<file path="src/rtl/os_array_ctrl_if.sv">
`default_nettype none
// ============================================================================
//  Module      : os_array_ctrl_if
//  Description : Bundle of the job handshake, operand-buffer read port and
//                array-edge drive signals of the output-stationary systolic
//                array sequencer.
//                master : the sequencer (drives busy/done/reads/edges)
//                slave  : host + operand buffers + PE array
//  Signals     : start, cfg_k            job request and reduction length
//                busy, done              job status
//                rd_en, rd_addr          operand buffer read port
//                a_rd_data, b_rd_data    operand vectors (1-cycle latency)
//                a_edge, b_edge          skewed west/north array operands
//                arr_clr_n               active-low clear of all PEs
//  Revision    : 1.0 - initial release
// ============================================================================
interface os_array_ctrl_if #(
   parameter int N  = 4,
   parameter int DW = 8,
   parameter int KW = 8
) ();
   logic            start;
   logic [KW-1:0]   cfg_k;
   logic            busy;
   logic            done;
   logic            rd_en;
   logic [KW-1:0]   rd_addr;
   logic [N*DW-1:0] a_rd_data;
   logic [N*DW-1:0] b_rd_data;
   logic [N*DW-1:0] a_edge;
   logic [N*DW-1:0] b_edge;
   logic            arr_clr_n;

   modport master (
      input  start, cfg_k, a_rd_data, b_rd_data,
      output busy, done, rd_en, rd_addr, a_edge, b_edge, arr_clr_n
   );

   modport slave (
      output start, cfg_k, a_rd_data, b_rd_data,
      input  busy, done, rd_en, rd_addr, a_edge, b_edge, arr_clr_n
   );
endinterface
`default_nettype wire

</file>
<file path="src/rtl/os_array_ctrl.sv">
`default_nettype none
// ============================================================================
//  Module      : os_array_ctrl
//  Description : Sequencer for an N x N output-stationary systolic MAC array.
//                On start it clears the PE accumulators, reads K operand
//                vectors from the A/B buffers and drives them onto the west
//                (A) and north (B) array edges with a diagonal skew (lane i
//                delayed by i cycles), waits 2N-1 cycles for the wavefront
//                to drain, then pulses done. Edge lanes carry zero whenever
//                no operand is in flight so results hold between jobs.
//  Ports       : clk          clock, rising edge
//                rst_n        asynchronous reset, ACTIVE-HIGH (1 = reset)
//                bus.master   job handshake, buffer read port, array edges
//  Revision    : 1.0 - initial release
// ============================================================================
module os_array_ctrl #(
   parameter int N  = 4,
   parameter int DW = 8,
   parameter int KW = 8
) (
   input  wire logic       clk,
   input  wire logic       rst_n,
   os_array_ctrl_if.master bus
);

   localparam int                c_flush_w    = $clog2(2 * N);
   localparam logic [c_flush_w-1:0] c_flush_last = c_flush_w'(2 * N - 2);

   typedef enum logic [2:0] {
      S_IDLE  = 3'd0,
      S_CLEAR = 3'd1,
      S_FEED  = 3'd2,
      S_FLUSH = 3'd3,
      S_DONE  = 3'd4
   } state_t;

   state_t                r_state;
   state_t                w_next;
   logic [KW-1:0]         r_k_len;
   logic [KW-1:0]         r_k;
   logic [c_flush_w-1:0]  r_fl;
   logic [N-1:0]          r_vld;     // bit i: lane i of both edges is valid
   logic                  r_clr_n;
   logic                  w_busy;
   logic                  w_done;
   logic                  w_rd_en;
   wire  [N*DW-1:0]       w_a_edge;
   wire  [N*DW-1:0]       w_b_edge;

   // ------------------------------------------------------------------
   // Next-state and decoded outputs
   // ------------------------------------------------------------------
   always_comb begin
      w_next  = r_state;
      w_busy  = 1'b0;
      w_done  = 1'b0;
      w_rd_en = 1'b0;
      case (r_state)
         S_IDLE: begin
            if (bus.start) w_next = S_CLEAR;
         end
         S_CLEAR: begin
            w_busy = 1'b1;
            w_next = (r_k_len != '0) ? S_FEED : S_FLUSH;
         end
         S_FEED: begin
            w_busy  = 1'b1;
            w_rd_en = 1'b1;
            // r_k_len is nonzero here, so the subtraction cannot underflow
            if (r_k == r_k_len - KW'(1)) w_next = S_FLUSH;
         end
         S_FLUSH: begin
            w_busy = 1'b1;
            if (r_fl == c_flush_last) w_next = S_DONE;
         end
         S_DONE: begin
            w_done = 1'b1;
            w_next = S_IDLE;
         end
         default: w_next = S_IDLE;
      endcase
   end

   // ------------------------------------------------------------------
   // State, counters, clear strobe, valid pipeline
   // ------------------------------------------------------------------
   always_ff @(posedge clk or posedge rst_n) begin
      if (rst_n) begin
         r_state <= S_IDLE;
         r_k_len <= '0;
         r_k     <= '0;
         r_fl    <= '0;
         r_vld   <= '0;
         r_clr_n <= 1'b0;
      end else begin
         r_state <= w_next;
         // Registered from the next state so the clear is low for exactly
         // the CLEAR cycle and never glitches
         r_clr_n <= (w_next != S_CLEAR);
         if (r_state == S_IDLE && bus.start) r_k_len <= bus.cfg_k;
         r_k     <= (r_state == S_FEED && w_next == S_FEED) ? r_k + KW'(1) : '0;
         r_fl    <= (r_state == S_FLUSH) ? r_fl + c_flush_w'(1) : '0;
         // Buffer data lags rd_en by one cycle; stage i then adds i cycles
         r_vld   <= {r_vld[N-2:0], w_rd_en};
      end
   end

   // ------------------------------------------------------------------
   // Skew network: lane i gets i data registers, gated by its valid bit
   // ------------------------------------------------------------------
   for (genvar i = 0; i < N; i++) begin : g_lane
      if (i == 0) begin : g_direct
         assign w_a_edge[DW-1:0] = r_vld[0] ? bus.a_rd_data[DW-1:0] : '0;
         assign w_b_edge[DW-1:0] = r_vld[0] ? bus.b_rd_data[DW-1:0] : '0;
      end else begin : g_skew
         logic [DW-1:0] r_a_dly [i];
         logic [DW-1:0] r_b_dly [i];

         always_ff @(posedge clk or posedge rst_n) begin
            if (rst_n) begin
               for (int m = 0; m < i; m++) begin
                  r_a_dly[m] <= '0;
                  r_b_dly[m] <= '0;
               end
            end else begin
               r_a_dly[0] <= bus.a_rd_data[i*DW +: DW];
               r_b_dly[0] <= bus.b_rd_data[i*DW +: DW];
               for (int m = 1; m < i; m++) begin
                  r_a_dly[m] <= r_a_dly[m-1];
                  r_b_dly[m] <= r_b_dly[m-1];
               end
            end
         end

         assign w_a_edge[i*DW +: DW] = r_vld[i] ? r_a_dly[i-1] : '0;
         assign w_b_edge[i*DW +: DW] = r_vld[i] ? r_b_dly[i-1] : '0;
      end
   end

   assign bus.busy      = w_busy;
   assign bus.done      = w_done;
   assign bus.rd_en     = w_rd_en;
   assign bus.rd_addr   = r_k;
   assign bus.a_edge    = w_a_edge;
   assign bus.b_edge    = w_b_edge;
   assign bus.arr_clr_n = r_clr_n;

endmodule
`default_nettype wire

</file>
<file path="src/flat_wrapper.sv">
// flat-port wrapper written by rule: the top's interface ports become plain ports
module os_array_ctrl_flat 
#(
   parameter int N  = 4,
   parameter int DW = 8,
   parameter int KW = 8
)
  (clk, rst_n, bus_start, bus_cfg_k, bus_a_rd_data, bus_b_rd_data, bus_busy, bus_done, bus_rd_en, bus_rd_addr, bus_a_edge, bus_b_edge, bus_arr_clr_n);
  os_array_ctrl_if #(.N(N), .DW(DW), .KW(KW)) bus_i ();
  input  wire logic clk;
  input  wire logic rst_n;
  input wire logic [$bits(bus_i.start)-1:0] bus_start;
  input wire logic [$bits(bus_i.cfg_k)-1:0] bus_cfg_k;
  input wire logic [$bits(bus_i.a_rd_data)-1:0] bus_a_rd_data;
  input wire logic [$bits(bus_i.b_rd_data)-1:0] bus_b_rd_data;
  output wire logic [$bits(bus_i.busy)-1:0] bus_busy;
  output wire logic [$bits(bus_i.done)-1:0] bus_done;
  output wire logic [$bits(bus_i.rd_en)-1:0] bus_rd_en;
  output wire logic [$bits(bus_i.rd_addr)-1:0] bus_rd_addr;
  output wire logic [$bits(bus_i.a_edge)-1:0] bus_a_edge;
  output wire logic [$bits(bus_i.b_edge)-1:0] bus_b_edge;
  output wire logic [$bits(bus_i.arr_clr_n)-1:0] bus_arr_clr_n;
  assign bus_i.start = bus_start;
  assign bus_i.cfg_k = bus_cfg_k;
  assign bus_i.a_rd_data = bus_a_rd_data;
  assign bus_i.b_rd_data = bus_b_rd_data;
  assign bus_busy = bus_i.busy;
  assign bus_done = bus_i.done;
  assign bus_rd_en = bus_i.rd_en;
  assign bus_rd_addr = bus_i.rd_addr;
  assign bus_a_edge = bus_i.a_edge;
  assign bus_b_edge = bus_i.b_edge;
  assign bus_arr_clr_n = bus_i.arr_clr_n;
  os_array_ctrl #(.N(N), .DW(DW), .KW(KW)) u_core (.clk(clk), .rst_n(rst_n), .bus(bus_i));
endmodule
</file>
<file path="config.mk">
export PLATFORM = sky130hd
export DESIGN_NAME = os_array_ctrl_flat
export DESIGN_NICKNAME = d
export VERILOG_FILES = /design/src/rtl/os_array_ctrl_if.sv /design/src/rtl/os_array_ctrl.sv /design/src/flat_wrapper.sv
export SDC_FILE = /design/constraint.sdc
export NUM_CORES = 1
export LEC_CHECK = 0
export ABC_AREA = 0
export ABC_CLOCK_PERIOD_IN_PS = 5220
export CAP_MARGIN = 30
export CORE_ASPECT_RATIO = 0.9
export CORE_UTILIZATION = 44
export CTS_CLUSTER_DIAMETER = 80
export DETAILED_ROUTE_END_ITERATION = 10
export PLACE_DENSITY_LB_ADDON = 0.25
export SYNTH_ARGS = -nofsm -noshare
export SYNTH_HDL_FRONTEND = slang
export SYNTH_SLANG_ARGS = --single-unit
</file>
<file path="constraint.sdc">
create_clock -name clk -period 5.22 [get_ports clk]
set_input_delay 1.044 -clock clk [delete_from_list [all_inputs] [get_ports clk]]
set_output_delay 1.044 -clock clk [all_outputs]
set_load 0.02 [all_outputs]
</file>
==> results of run 1 <==
## per-stage QoR
| stage | instance area (um2) | hold slack (ns) | setup slack [ns] | util |
|---|---|---|---|---|
| finish | 6400 | 0.341 | 1.93 | 0.701 |
| global route | 6400 | 0.351 | 1.81 | 0.701 |
| CTS | 6370 | 0.345 | 1.90 | 0.698 |
| detailed placement | 5790 | 0.335 | 1.93 | 0.635 |
| global placement | 5790 | 0.332 | 1.96 | 0.635 |
| floorplan | 4140 | 0.331 | 0.905 | - |
## cell families (layout without fill, tap and decap cells)
group                    count (synthesis)  after routing  share of synthesized area
AO/OA/AOI/OAI                            9              9                     0.0133
XOR/XNOR                                17             17                     0.0360
adder cells (fa/ha/maj)                  5              5                     0.0151
buffers and inverters                   13            192                     0.0124
flip-flops                             123            123                      0.743
multiplexers                             6              6                     0.0163
AND/OR/NAND/NOR                        114            114                      0.163
## sequential cells by signal, indices dropped and copies added (netlist names)
| register | cells |
|---|---|
| u_core.bus.arr_clr_n | 1 |
| u_core.g_lane.g_skew.r_a_dly | 48 |
| u_core.r_vld | 4 |
| u_core.bus.rd_addr | 8 |
| u_core.r_k_len | 8 |
| u_core.g_lane.g_skew.r_b_dly | 48 |
| u_core.r_fl | 3 |
| u_core.r_state | 3 |
## worst paths after layout
| check | slack [ns] | startpoint | end |
|---|---|---|---|
| max | 1.93 | u_core.r_state[0]$_DFF_PP0_ | bus_rd_en |
| min | 0.34 | u_core.g_lane[2].g_skew.r_b_dly[11]$_DFF_PP0_ | u_core.g_lane[2].g_skew.r_b_dly[3]$_DFF_PP0_ |
| max reg2reg | 3.03 | u_core.r_k_len[0]$_DFFE_PP0P_ | u_core.r_state[0]$_DFF_PP0_ |
| min reg2reg | 0.34 | u_core.g_lane[2].g_skew.r_b_dly[11]$_DFF_PP0_ | u_core.g_lane[2].g_skew.r_b_dly[3]$_DFF_PP0_ |
| max in group asynchronous | 3.42 | rst_n | u_core.g_lane[2].g_skew.r_a_dly[15]$_DFF_PP0_ |
| min in group asynchronous | 0.88 | rst_n | u_core.g_lane[3].g_skew.r_b_dly[23]$_DFF_PP0_ |
## cells in the final DEF, fill, tap and decap left out, drive strengths merged
| cell type | count |
|---|---|
| clkdlybuf4s50 | 150 |
| dfrtp | 123 |
| and2 | 65 |
| clkbuf | 18 |
| nor3 | 11 |
| inv | 10 |
| nor2 | 9 |
| xor2 | 9 |
| xnor2 | 8 |
| nand2 | 8 |
| nand3 | 6 |
| mux2 | 6 |
| ha | 5 |
| clkinv | 5 |
| buf | 4 |
| o21ai | 3 |
| and3 | 3 |
| clkinvlp | 3 |
| nor2b | 2 |
| or3 | 2 |
| a21oi | 2 |
| bufinv | 2 |
| nor4 | 2 |
| or3b | 1 |
| and3b | 1 |
| a31oi | 1 |
| a31o | 1 |
| nand3b | 1 |
| o211ai | 1 |
| nor4bb | 1 |
| or2 | 1 |
| o21a | 1 |
| nor4b | 1 |
## where the power goes
part	internal, mW	total, mW	switching, mW
sequential	1.06	1.19	0.130
combinational	0.485	0.934	0.449
clock	0.690	1.13	0.435
## routing by layer
metal	GRT usage	part of all wire	vias up	routed length, um
li1	-	-	1258	-
met1	0.228	0.42	1304	3420
met2	0.309	0.51	101	4210
met3	0.0555	0.050	15	409
met4	0.0833	0.023	0	191
met5	0	0	-	0
## worst max-delay path, cell delays in order (launching register included)
cell and delay, ns:
dfrtp_1 0.43, or3b_1 0.56, inv_1 0.14, clkdlybuf4s50_1 0.62
## layout make-up
class                           instances  share of cell area
Clock inverter                         14              0.0254
Sequential cell                       123               0.481
Inverter                                6             0.00391
Tap cell                              122              0.0239
Multi-Input combinational cell        151               0.158
Timing Repair Buffer                  154               0.242
Clock buffer                           18              0.0653
==> reports/summary.txt, run 1 <==
Largest net degree at the start of global routing: 83
Gpl congestion: 0.738
Reg area: 0.00308 mm2
Leading area contributor after synthesis: dfrtp_1
Final setup viols: 0
PwrDens: 507 mW/mm2
Nets: 533
RSZ-0062 raised after global routing: no
Most frequent cell after synthesis: dfrtp_1
IO buf count: 150
Mean post-synth cell area: 14.4 um2
CP Capture Type: output port
Setup TNS: 0 ns
Detail Placement HPWL: 5610 um
Detailed Route WL: 8230 um
Syn. warnings: 0
WHS Path Cells: 0
Core Area: 0.00913 mm2
Leakage: 2.77 nW
Row Count: 33
Area share of the largest cell type after synthesis: 0.743
Cells after Synth: 287
Overall Global Routing Usage: 0.186
Synth Flop Type: dfrtp_1
Clock transition at path regs: 0.06 ns
Cts repair resizes: 0
Overall Power: 3.25 mW
IO Count: 151
Clock Tree Buf Depth: 2
CP max FO: 9
Antenna violations before repair: 0
Fraction of layout cells with a size suffix above 1: 0.0944
Placed cells: 555
First-pass DRT Iterations: 4
Critical path launch point type: flop
Post-Syn Area: 0.00414 mm2
Status: completed
Max-slew headroom: 0.603
DRC: 0
CTS tree: yes
Max-Cap Viols: 0
Async set-reset flop share out of synthesis: 1.00
Min-Delay Path Class: flop to flop
Clock period minus worst slack: 3.29 ns
Worst Tran Pin Value: 0.589 ns
Post-CTS Hold Buffers: 0
Starting Density: 0.454
Post-synth top cells: dfrtp_1 (123), and2_1 (65), nor3_1 (11), nor2_1 (9), xor2_1 (9)
Final worst-path cycle share: 0.631
Sink Count: 123
CP Class: flop to output port
Routed vias/inst: 4.55
Die Span Y: 94.0 um
Antenna Nets Post-Route: 0
Die width: 104 um
Seq cells post-synth: 123
Non-Filler Instances: 588
Worst r2r path cells: 6
H-tree levels: 4
Syn Nets: 367
Drt wl/cell: 14.0 um
Die area: 0.00980 mm2
Pins Over Slew Limit: 0
Max rail drop VDD: 0.259 mV
Area growth from synthesis to layout: 54.5%
Setup Fix Bufs, Post-CTS: 0
Root Buffer: clkbuf_8
Total grt overflow: 0
Num CTS Buffers: 17
Vias in the first global route: 2674
Critical Path RT: 4.18 ns
Antenna cells: 0
Max Clk Rate: 304 MHz
First-pass GRT wire length: 13500 um
Netlist cell types: 30
Filler cells: 621
Final Hold Vio Count: 0
Final Skew: 0.00715 ns
Clock Latency Late Sink: 0.50 ns
DRT iter0 DRCs: 80
Top cells by area, synth: dfrtp_1 (74%), and2_1 (9.8%), xor2_1 (1.9%), xnor2_1 (1.7%), mux2_2 (1.6%)
Post-synthesis sequential area ratio: 0.743
Area occupied by multi-input gates: 0.00101 mm2
Via count: 2678
Post-synth EDFFs: 0
WP data arrival: 2.25 ns
(Power assumes the default switching activity.)
==> run 2, diff against run 1 <==
Settings changed: ABC_CLOCK_PERIOD_IN_PS 5220 to 3350.
Clock period 5.22 ns to 3.35 ns, I/O delays scaled along.
==> run 2 against run 1 <==
Net effect: largest cell class unchanged; sequential power grew 56%; combinational power increased by 55%; die area stayed put; utilization decreased by 0.36 points; clock skew hardly changed; clock power grew 53%; first-iteration DRC count rose by 1.3%; largest power group unchanged; highest routed layer unchanged.
==> reports/summary.txt, run 2 (same netlist as run 1, synthesis figures left out) <==
Detailed Route WL: 8520 um (+3.6%)
Antenna Nets Post-Route: 0 (unchanged)
Sink Count: 123 (unchanged)
WHS Path Cells: 0 (unchanged)
Row Count: 33 (unchanged)
Critical Path RT: 2.68 ns (-1.50 ns)
Final setup viols: 0 (unchanged)
Root Buffer: clkbuf_8
Setup TNS: 0 ns (unchanged)
Area growth from synthesis to layout: 53.8%
DRT iter0 DRCs: 81 (+1.3%)
Drt wl/cell: 14.5 um (+3.9%)
Critical path launch point type: flop
First-pass DRT Iterations: 4 (unchanged)
Max-slew headroom: 0.583 (-0.0206)
Worst Tran Pin Value: 0.626 ns (+0.0364 ns)
Clock Tree Buf Depth: 2 (unchanged)
Status: completed
FF-to-FF End: u_core.bus.rd_addr[4]$_DFF_PP0_
Via count: 2649 (-1.1%)
Total grt overflow: 0 (unchanged)
Antenna cells: 0 (unchanged)
Cts repair resizes: 0 (unchanged)
Crit path cell chain: or3b_1, inv_1, clkdlybuf4s50_1
Min-delay src: u_core.g_lane[3].g_skew.r_b_dly[17]$_DFF_PP0_
Commonest non-fill, non-tap cell in the layout: clkdlybuf4s50_1
Gpl congestion: 0.771 (+4.4%)
Reg-to-reg setup timing slack: 1.19 ns (-1.84 ns)
Clock period minus worst slack: 2.92 ns
Critical-path top delay cell: clkdlybuf4s50_1
Final Hold Vio Count: 0 (unchanged)
Non-Filler Instances: 586 (-0.34%)
CP max FO: 9 (unchanged)
Psw: 1.63 mW (+61%)
IO Count: 151 (unchanged)
Die Span Y: 94.0 um (unchanged)
Core Area: 0.00913 mm2 (unchanged)
Routed vias/inst: 4.52 (-0.75%)
Final Skew: 0.00668 ns (-0.000468 ns)
Max Clk Rate: 342 MHz
Commonest non-fill, non-tap cells in the layout: clkdlybuf4s50_1 (150), dfrtp_1 (123), and2_1 (65)
Cell-internal power: 3.41 mW (+53%)
Num CTS Buffers: 17 (unchanged)
Antenna violations before repair: 0 (unchanged)
DRC: 0 (unchanged)
Detail Placement HPWL: 5700 um (+1.6%)
CTS tree: yes
Final worst-path cycle share: 0.872
Sequential Power Share: 0.370 (+0.004)
PwrDens: 792 mW/mm2 (+56%)
Vias in the first global route: 2759 (+3.2%)
Max rail drop VDD: 0.418 mV (+62%)
Hold Path Sink: u_core.g_lane[3].g_skew.r_b_dly[9]$_DFF_PP0_
Pins Over Slew Limit: 0 (unchanged)
Filler cells: 656 (+5.6%)
Top Registers: u_core.g_lane.g_skew.r_a_dly x48, u_core.g_lane.g_skew.r_b_dly x48
Fraction of power consumed by the clock network: 0.343 (-0.004)
H-tree levels: 4 (unchanged)
RSZ-0062 raised after global routing: no
Largest net degree at the start of global routing: 124 (+49%)
IO buf count: 150 (unchanged)
Overall Global Routing Usage: 0.193 (+0.00687)
Setup Fix Bufs, Post-CTS: 0 (unchanged)
CP Capture Type: output port
RR Startpoint: u_core.r_k_len[0]$_DFFE_PP0P_
Die area: 0.00980 mm2 (unchanged)
Overall Power: 5.04 mW (+55%)
Nets: 531 (-0.38%)
Worst r2r path cells: 6 (unchanged)
Max-Cap Viols: 0 (unchanged)
Fraction of layout cells with a size suffix above 1: 0.0927 (-0.00175)
Leakage: 2.75 nW (-0.71%)
CP Class: flop to output port
Switching share of power: 0.323 (+0.0110)
Post-CTS Hold Buffers: 0 (unchanged)
Clock Latency Late Sink: 0.51 ns (about the same)
Placed cells: 554 (-0.18%)
CP peak stage delay: 0.63 ns (about the same)
Starting Density: 0.454 (unchanged)
Min-Delay Path Class: flop to flop
Clock transition at path regs: 0.06 ns (about the same)
Final core occ: 0.698 (-0.00356)
Gate power share: 0.287 (about the same)
Die width: 104 um (unchanged)
WP data arrival: 2.25 ns (about the same)
First-pass GRT wire length: 13900 um (+2.8%)
==> run 2: cell count changes in the layout (fill, tap and decap cells not counted), moves of 2 or more <==
cell | before | now
buf_4 | 3 | 1
clkinv_4 | 4 | 2
inv_6 | 2 | 4
inv_8 | 2 | 4
==> run 2: worst max-delay path, delay by kind of cell, from the launching register on <==
kind,cells,cell delay [ns]
buf+inv,2,0.77
flops,1,0.45
simple gates,1,0.53
==> run 2: how the worst max path moves through the flow <==
stage | startpoint | endpoint | slack [ns] | cells past startpoint
floorplan | rst_n | u_core.bus.arr_clr_n$_DFF_PP0_ | 1.17 | 1
global placement | bus_b_rd_data[4] | bus_b_edge[4] | 0.84 | 3
detailed placement | bus_b_rd_data[1] | bus_b_edge[1] | 0.78 | 3
CTS | u_core.r_state[0]$_DFF_PP0_ | bus_rd_en | 0.40 | 3
global route | u_core.r_state[0]$_DFF_PP0_ | bus_rd_en | 0.32 | 3
finish | u_core.r_state[2]$_DFF_PP0_ | bus_rd_en | 0.43 | 3
==> run 2: metrics by stage <==
step	instance area [um2]	setup WS (ns)	hold WS (ns)
after floorplan	4140	1.17	0.331
after global placement	5800	0.839	0.331
after detailed placement	5800	0.781	0.335
after CTS	6370	0.403	0.348
after global routing	6370	0.324	0.353
final	6370	0.430	0.347
==> run 2: area by class of cell <==
class | instances | area, um2 | share of cell area
well taps | 122 | 153 | 0.0240
clock buffers | 17 | 414 | 0.0651
multi-input cells | 151 | 1010 | 0.159
inverters | 6 | 26.3 | 0.00413
flip-flops and latches | 123 | 3080 | 0.483
clock inverters | 15 | 155 | 0.0244
repair buffers | 152 | 1530 | 0.240
==> run 2: routing by layer <==
layer / track usage / routed length (um) / vias up
met5: 0 / 0 / -
met4: 0.0988 / 176 / 0
met3: 0.0583 / 367 / 16
met2: 0.314 / 4320 / 92
met1: 0.236 / 3650 / 1292
li1: - / - / 1249
==> run 2: power by group through the flow <==
stage	Sequential, mW	Combinational [mW]	Clock [mW]
after CTS	1.87	1.46	1.76
after global routing	1.90	1.57	1.83
after detailed placement	1.89	1.45	0
after global placement	1.87	1.43	0
final	1.86	1.45	1.73
after floorplan	1.80	0.841	0
